$ cat config.mk
export PLATFORM = sky130hd
export DESIGN_NAME = seg_display_reader
export DESIGN_NICKNAME = d
export VERILOG_FILES = /design/src/rtl/seg_display_reader.sv
export SDC_FILE = /design/constraint.sdc
export NUM_CORES = 1
export LEC_CHECK = 0
export BUFFER_PORTS_ARGS = -buffer_cell sky130_fd_sc_hd__buf_2
export CAP_MARGIN = 15
export CORE_ASPECT_RATIO = 1.4
export CORE_MARGIN = 1.5
export CORE_UTILIZATION = 35
export DETAILED_ROUTE_END_ITERATION = 10
export PLACE_DENSITY_LB_ADDON = 0.25
export SLEW_MARGIN = 20
export SYNTH_ARGS = -nofsm -noshare
export SYNTH_HDL_FRONTEND = slang
export SYNTH_SLANG_ARGS = --single-unit
$ cat constraint.sdc
create_clock -name clk -period 3.15 [get_ports clk]
set_clock_uncertainty 0.05 [all_clocks]
set_input_delay 0.63 -clock clk [delete_from_list [all_inputs] [get_ports clk]]
set_output_delay 0.63 -clock clk [all_outputs]
set_load 0.02 [all_outputs]
$ cat src/rtl/seg_display_reader.sv
// Reads a multiplexed two-digit 7-segment display: synchronizes the drive lines,
// waits for each digit pattern to settle, then assembles tens/units into a BCD and binary value.
module seg_display_reader #(
  parameter int STABLE_CYCLES = 4,
  parameter int TIMEOUT       = 4096
) (
  input  logic       clk,
  input  logic       rst_n,
  input  logic       digit,
  input  logic [6:0] segments,
  output logic [3:0] tens,
  output logic [3:0] units,
  output logic [6:0] value,
  output logic       valid,
  output logic       err,
  output logic [7:0] err_count
);
  localparam int              TW       = $clog2(TIMEOUT + 1);
  localparam logic [3:0]      LOCK_AT  = 4'(STABLE_CYCLES - 1);
  localparam logic [3:0]      STAB_MAX = 4'(STABLE_CYCLES);
  localparam logic [TW-1:0]   TO_LAST  = TW'(TIMEOUT - 1);

  typedef enum logic {HUNT, HAVE_TENS} state_t;

  // Returns {ok, bcd}; a blank digit is only meaningful as a suppressed leading zero.
  function automatic logic [4:0] seg_decode(input logic [6:0] seg, input logic allow_blank);
    case (seg)
      7'h3F:   return {1'b1, 4'd0};
      7'h06:   return {1'b1, 4'd1};
      7'h5B:   return {1'b1, 4'd2};
      7'h4F:   return {1'b1, 4'd3};
      7'h66:   return {1'b1, 4'd4};
      7'h6D:   return {1'b1, 4'd5};
      7'h7D:   return {1'b1, 4'd6};
      7'h07:   return {1'b1, 4'd7};
      7'h7F:   return {1'b1, 4'd8};
      7'h6F:   return {1'b1, 4'd9};
      7'h00:   return {allow_blank, 4'd0};
      default: return 5'b0_0000;
    endcase
  endfunction

  function automatic logic [6:0] bcd_to_bin(input logic [3:0] t, input logic [3:0] u);
    return ({3'b000, t} * 7'd10) + {3'b000, u};
  endfunction

  logic [7:0]    sync1_q, sync2_q, prev_q;
  logic [3:0]    stab_q, stab_d;
  logic [TW-1:0] to_q, to_d;
  state_t        state_q, state_d;
  logic [3:0]    pend_q, pend_d;
  logic [3:0]    tens_q, tens_d, units_q, units_d;
  logic [6:0]    value_q, value_d;
  logic          valid_q, valid_d, err_q, err_d;
  logic [7:0]    errcnt_q, errcnt_d;

  logic       match, lock, samp_digit, timeout_hit;
  logic [4:0] tens_dec, units_dec;

  assign match       = (sync2_q == prev_q);
  assign lock        = match && (stab_q == LOCK_AT);
  assign samp_digit  = sync2_q[7];
  assign tens_dec    = seg_decode(sync2_q[6:0], 1'b1);
  assign units_dec   = seg_decode(sync2_q[6:0], 1'b0);
  assign timeout_hit = (state_q == HAVE_TENS) && !lock && (to_q == TO_LAST);

  always_comb begin
    stab_d = stab_q;
    if (!match)                 stab_d = 4'd0;
    else if (stab_q != STAB_MAX) stab_d = stab_q + 4'd1;
  end

  always_ff @(posedge clk or negedge rst_n) begin
    if (!rst_n) begin
      sync1_q  <= '0;
      sync2_q  <= '0;
      prev_q   <= '0;
      stab_q   <= '0;
      to_q     <= '0;
      state_q  <= HUNT;
      pend_q   <= '0;
      tens_q   <= '0;
      units_q  <= '0;
      value_q  <= '0;
      valid_q  <= 1'b0;
      err_q    <= 1'b0;
      errcnt_q <= '0;
    end else begin
      sync1_q  <= {digit, segments};
      sync2_q  <= sync1_q;
      prev_q   <= sync2_q;
      stab_q   <= stab_d;
      to_q     <= to_d;
      state_q  <= state_d;
      pend_q   <= pend_d;
      tens_q   <= tens_d;
      units_q  <= units_d;
      value_q  <= value_d;
      valid_q  <= valid_d;
      err_q    <= err_d;
      errcnt_q <= errcnt_d;
    end
  end

  always_comb begin
    state_d = state_q;
    case (state_q)
      HUNT:      if (lock && samp_digit && tens_dec[4]) state_d = HAVE_TENS;
      HAVE_TENS: begin
        if (lock) begin
          if (!samp_digit || !tens_dec[4]) state_d = HUNT;
        end else if (timeout_hit) begin
          state_d = HUNT;
        end
      end
      default:   state_d = HUNT;
    endcase
  end

  // A lock always wins over a coincident timeout, so valid and err stay exclusive.
  always_comb begin
    pend_d  = pend_q;
    tens_d  = tens_q;
    units_d = units_q;
    value_d = value_q;
    valid_d = 1'b0;
    err_d   = 1'b0;
    to_d    = '0;
    case (state_q)
      HUNT: begin
        if (lock && samp_digit) begin
          if (tens_dec[4]) pend_d = tens_dec[3:0];
          else             err_d  = 1'b1;
        end
      end
      HAVE_TENS: begin
        to_d = to_q + 1'b1;
        if (lock) begin
          if (samp_digit) begin
            if (tens_dec[4]) begin
              pend_d = tens_dec[3:0];
              to_d   = '0;
            end else begin
              err_d = 1'b1;
            end
          end else if (units_dec[4]) begin
            tens_d  = pend_q;
            units_d = units_dec[3:0];
            value_d = bcd_to_bin(pend_q, units_dec[3:0]);
            valid_d = 1'b1;
          end else begin
            err_d = 1'b1;
          end
        end else if (timeout_hit) begin
          err_d = 1'b1;
        end
      end
      default: ;
    endcase
    errcnt_d = (err_d && errcnt_q != 8'hFF) ? errcnt_q + 8'd1 : errcnt_q;
  end

  assign tens      = tens_q;
  assign units     = units_q;
  assign value     = value_q;
  assign valid     = valid_q;
  assign err       = err_q;
  assign err_count = errcnt_q;
endmodule

==> results of run 1 <==
[layout by cell type, fill, tap and decap left out, types with 2 or more instances in the layout]
| cell | n |
|---|---|
| nand4_1 | 8 |
| buf_2 | 34 |
| nand3_1 | 10 |
| mux2i_1 | 2 |
| xnor2_1 | 6 |
| nor3_1 | 4 |
| mux2_4 | 2 |
| nor4_4 | 2 |
| fa_1 | 2 |
| nor2_1 | 30 |
| and3_1 | 4 |
| clkbuf_16 | 9 |
| dfrtp_1 | 70 |
| a21oi_1 | 6 |
| xor2_1 | 27 |
| a21o_1 | 3 |
| and4_1 | 3 |
| nand3b_1 | 3 |
| o21ai_0 | 14 |
| ha_1 | 10 |
| a211oi_1 | 2 |
| nor3b_1 | 2 |
| nand2_1 | 26 |
| clkinvlp_4 | 3 |
| inv_1 | 9 |
| mux2_2 | 5 |
| nor2b_1 | 2 |
[sequential cells by signal, summed over array words and instances (netlist names)]
signal     flops
prev_q         8
value          6
units          4
valid          1
tens           4
sync1_q        8
pend_q         4
err            1
to_q          13
err_count      8
sync2_q        8
state_q        1
stab_q         4
[power groups by stage]
stage	Sequential (W)	Clock [W]	Combinational, W
after floorplan	0.000939	0	0.0000376
after detailed placement	0.000947	0	0.0000615
after global routing	0.000933	0.00109	0.0000676
after CTS	0.000931	0.00105	0.0000617
after global placement	0.000946	0	0.0000605
final	0.000931	0.00102	0.0000588
[final cells by class]
| class | count | area share [%] |
|---|---|---|
| flip-flops and latches | 70 | 46.9 |
| multi-input cells | 186 | 35.2 |
| clock buffers | 10 | 6.39 |
| repair buffers | 36 | 5.29 |
| well taps | 105 | 3.51 |
| clock inverters | 6 | 1.87 |
| inverters | 9 | 0.904 |
[worst max path at each step]
stage | slack, ns | end | cells after the start
after floorplan | 0.82 | value[5] | 12
after detailed placement | 0.56 | value[6] | 10
after global placement | 0.59 | value[5] | 10
after CTS | 0.54 | value[6] | 10
after global routing | 0.35 | value[5] | 11
final | 0.53 | value[5] | 10
[critical path, stage by stage, from the launching register on]
cell	delay, ns
dfrtp_1	0.51
nand2_1	0.09
nor3_1	0.39
a32o_1	0.32
ha_1	0.20
inv_1	0.06
fa_1	0.40
nor2b_1	0.13
o21ai_0	0.10
xor2_1	0.15
o21ai_0	0.14
[cell usage after synthesis (all sizes together), types with 2 or more instances]
| cell | number |
|---|---|
| inv | 9 |
| ha | 10 |
| a21oi | 6 |
| a211oi | 2 |
| fa | 2 |
| nand3b | 3 |
| mux2 | 7 |
| xnor2 | 6 |
| nor3 | 4 |
| nand2 | 26 |
| and4 | 3 |
| and3 | 4 |
| nor2 | 30 |
| nor2b | 2 |
| nor4 | 3 |
| nand3 | 10 |
| buf | 7 |
| o21ai | 14 |
| nand4 | 9 |
| mux2i | 2 |
| dfrtp | 70 |
| xor2 | 27 |
| nor3b | 2 |
| a21o | 3 |
[cell families (layout without fill, tap and decap cells)]
logic type	Yosys count	in the layout	synth area share [%]
muxes	9	9	3.36
adders and majority gates	12	12	5.22
and+or+nand+nor	100	100	16.7
xor gates and xnor gates	33	33	9.13
DFF	70	70	55.3
buffers and inverters	17	61	3.16
AOI/OAI and AO/OA	32	32	7.15
[routing by layer]
metal | wire, um | global-route usage, % | up-vias
met3 | 193 | 3.06 | 9
met2 | 2720 | 21.2 | 37
met4 | 118 | 8.22 | 0
li1 | - | - | 1015
met1 | 2450 | 14.8 | 959
met5 | 0 | 0 | -
[per-stage QoR]
stage               total power (W)  setup WS [ns]  hold WS, ns  instance area [um2]
global route                0.00209          0.354        0.306                 3740
floorplan                  0.000977          0.825        0.281                 3170
CTS                         0.00205          0.536        0.299                 3740
finish                      0.00201          0.535        0.296                 3740
global placement            0.00101          0.588        0.282                 3430
detailed placement          0.00101          0.560        0.285                 3430
==> flow_summary.toml, run 1 <==
[clock_network]
cts_tree = "done"
cts_buffer_depth = 2
cts_buffers = 9
postCtsSetupBuffers = 0
clockRootBuffer = "clkbuf_16"
postCtsHoldBufs = 0
cts_resized = 0
cts_htree_levels = 3
clock_sinks = 70
clkLatencyLatePin_ns = 0.33
path_clk_slew_ns = 0.06

[detailed_routing]
viasPerCell = 4.79
drc_errors = 0
avgRoutedWirePerCell_um = 13.0
vias = 2020
drtIter0Drc = 73
drtAntennaViolNets = 0
routed_wl_um = 5480
first_pass_iters = 5

[timing]
max_freq_mhz = 382
rsz0062_at_grt = "false"
setup_violations = 0
tightestPinTransition_ns = 0.709
slew_headroom_pct = 52.8
hold_violations = 0
min_period_ns = 2.62
finalCritPeriodShare_pct = 83.0
maxSlewViolCount = 0
finalSetupTns_ns = 0

[setup_path]
r2r_start = "sync2_q[1]"
critPathLaunchType = "flop"
ff2ff_path_depth = 10
critPathRequiredTime_ns = 3.35
cp_max_fo = 9
worst_setup_path_end_kind = "flop"
cp-startpoint = "sync2_q[1]"
r2r_setup_slack_ns = 0.53
worstSetupPathType = "flop to flop"
r2r-end = "value[5]"
crit_arrival_ns = 2.81

[yosys]
ys_ff_latch = 70
synth_top_cell_by_area = "dfrtp_1"
syn_area_per_cell_um2 = 11.6
ys_warn_count = 0
yosysSeqAreaShare_pct = 55.3
async_flop_share_pct = 100
synth-edff-count = 0
synth_cell_types = 41
ys.flop_type = "dfrtp_1"
synth_nets = 295
ys_top_cells_by_area = "dfrtp_1, xor2_1, ha_1"
synth_top_area_share_pct = 55.3
synth_cells = 273
syn_area_mm2 = 0.00317

[power_and_ir_drop]
power_frac_comb_pct = 2.9
clkPwrFrac_pct = 50.9
max-vdd-ir-drop_v = 0.000340
powerDensity_mw_per_mm2 = 539
p_seq_share_pct = 46.2
p_sw_w = 0.000440
internal_power_w = 0.00157
leakage_nw = 1.80
switching_share_pct = 21.9

[finish]
drive_gt1_share_pct = 20.8
final_util_pct = 42.9
ff_latch_area_mm2 = 0.00175
area_delta_synth_final_pct = 18.1
final_nets = 334
finalNonFillerCells = 422
antenna_cells = 0
multi_input_area_mm2 = 0.00132
nFillCells = 859

[min_path]
worstHoldPathType = "input port to async pin"

[grt]
grt_pass1_wl_um = 9520
overflow = 0
grt_max_degree = 42
grt_pass1_vias = 2028
grt_usage_pct = 12.7
antenna_found_initial = 0

[die]
dieHeight_um = 116
io_pins = 35
rows = 40
die_x_um = 83.4
initial_core_util_pct = 36.4
coreArea_mm2 = 0.00871
die_area_mm2 = 0.00964

[placed_design]
hpwl_um = 3830
place.port_buffers = 34
dp_cells = 406
gp_congestion = 0.711

[flow_run]
maxCapViolCount = 0

[run_status]
status = "complete, no violations"
Power figures use the tool's default switching activity.
==> inputs of run 2 (changes only) <==
==> constraint.sdc (replaced) <==
create_clock -name clk -period 2.4 [get_ports clk]
set_clock_uncertainty 0.05 [all_clocks]
set_input_delay 0.48 -clock clk [delete_from_list [all_inputs] [get_ports clk]]
set_output_delay 0.48 -clock clk [all_outputs]
set_load 0.02 [all_outputs]
==> run 2 against run 1 <==
Sequential cell count unchanged; register-to-register slack worse by 0.39 ns; final area up 3.8%; sequential power up 31%; clock-buffer cell count up 1; critical endpoint is now err_count[1]; highest routed layer unchanged.
==> flow_summary.toml, run 2 (synthesis results as in run 1) <==
[setup_path]
worstSetupPathType = "flop to flop"
ff2ff_path_depth = 7
crit_arrival_ns = 2.42
crit_chain = "xor2_1 > nor4_4 > nand4_2 > buf_4 > nand4_1 > nand2_1 > mux2_2"
max_stage_delay_ns = 0.47
worst_setup_path_end_kind = "flop"
cp_max_fo = 9
r2r_start = "sync2_q[5]"
r2r_setup_slack_ns = 0.14
critPathLaunchType = "flop"
r2r-end = "err_count[1]"
cp-startpoint = "sync2_q[5]"
cpMaxStageDelayCell = "dfrtp_2"
critPathRequiredTime_ns = 2.57

[timing]
finalCritPeriodShare_pct = 94.0
max_freq_mhz = 443
slew_headroom_pct = 71.1
maxSlewViolCount = 0
setup_ws_ns = 0.145
tightestPinTransition_ns = 0.430
min_period_ns = 2.26
setup_violations = 0
hold_violations = 0

[detailed_routing]
viasPerCell = 4.77
drtIter0Drc = 88
drtAntennaViolNets = 0
vias = 2094
first_pass_iters = 4
avgRoutedWirePerCell_um = 12.7
drc_errors = 0
routed_wl_um = 5570

[die]
dieHeight_um = 116
initial_core_util_pct = 36.4
io_pins = 35
die_x_um = 83.4
die_area_mm2 = 0.00964
rows = 40
coreArea_mm2 = 0.00871

[clock_network]
clock_sinks = 70
cts_buffer_depth = 2
clockRootBuffer = "clkbuf_16"
cts_tree = "done"
path_clk_slew_ns = 0.06
cts_htree_levels = 3
clkLatencyLatePin_ns = 0.33
cts_buffers = 9

[min_path]
worstHoldPathType = "input port to async pin"

[finish]
finalInstanceArea_mm2 = 0.00388
layout_commonest_cell = "dfrtp_1"
largest_register = "to_q"
drive_gt1_share_pct = 28.4
area_delta_synth_final_pct = 22.6
final_nets = 351
final_util_pct = 44.6
largest_reg_flops = 13
final_cell_mix = "dfrtp_1, buf_2, nor2_1, xor2_1, nand2_1"
antenna_cells = 0
nFillCells = 845

[grt]
grt_max_degree = 35
grt_pass1_vias = 2156
antenna_found_initial = 0
grt_pass1_wl_um = 9850
grt_usage_pct = 13.0
overflow = 0

[power_and_ir_drop]
max-vdd-ir-drop_v = 0.000461
leakage_nw = 1.89
powerDensity_mw_per_mm2 = 655

[run_status]
status = "complete, no violations"

[placed_design]
place.port_buffers = 34
gp_congestion = 0.784
dp_slack_ns = 0.0167
hpwl_um = 3960
dpl_cell_area_mm2 = 0.00355

[flow_run]
maxCapViolCount = 0
-- run 2: cell count changes in the layout (fill, tap and decap cells not counted), moves of 2 or more --
cell	delta
buf_4	+16
dfrtp_2	+5
clkinv_2	+2
dfrtp_1	-5
-- run 2: layout make-up --
cell class              instances  area, um2  share of cell area, %
clock buffers                  11        253                   6.51
flip-flops and latches         70       1760                   45.3
inverters                       9       33.8                  0.870
well taps                     105        131                   3.38
multi-input cells             186       1330                   34.4
clock inverters                 5       33.8                  0.870
repair buffers                 53        338                   8.70
-- run 2: what timing repair did --
item / 4_1_cts / 5_1_grt
endpoints found under the hold margin: 0 / 0
buffers inserted: 0 / 3
hold buffers: 0 / 0
gates cloned: 0 / 0
gates resized for setup: 1 / 12
pin swaps: 0 / 2
endpoints found under the setup margin: 1 / 14
-- run 2: critical path: cells and delay by family (launching register included) --
family,cells,cell delay (ns)
XOR/XNOR,1,0.21
AND/OR/NAND/NOR,4,0.95
buffers and inverters,1,0.18
multiplexers,1,0.28
flip-flops,1,0.47
-- run 2: metal layers --
metal  vias up  track usage (%)  part of all wire [%]
li1       1046                -                     -
met1      1003             15.6                    45
met2        33             20.6                    48
met3        12             4.70                   4.6
met4         0             6.89                   2.1
met5         -                0                     0
-- run 2: per-stage QoR --
step | std cells | total power, W | TNS (ns) | hold WS [ns]
detailed placement | 420 | 0.00133 | 0 | 0.285
CTS | 436 | 0.00258 | 0 | 0.0477
global placement | 420 | 0.00133 | 0 | 0.283
global route | 439 | 0.00265 | -0.0191 | 0.0672
floorplan | 273 | 0.00128 | 0 | 0.134
finish | 439 | 0.00254 | 0 | 0.0333
-- run 2: worst max-delay path by stage --
| stage | depth (start not counted) | endpoint | slack, ns |
|---|---|---|---|
| final | 7 | err_count[1] | 0.14 |
| after global routing | 11 | value[5] | -0.02 |
| after CTS | 6 | err_count[1] | 0.02 |
| after detailed placement | 11 | value[5] | 0.02 |
| after global placement | 11 | value[5] | 0.07 |
| after floorplan | 12 | value[5] | 0.07 |
-- run 2: where the power goes --
part / switching, W / internal (W) / leakage [nW]
registers: 0.0000196 / 0.00120 / 0.918
clock network: 0.000481 / 0.000752 / 0.138
logic: 0.0000528 / 0.0000346 / 0.833
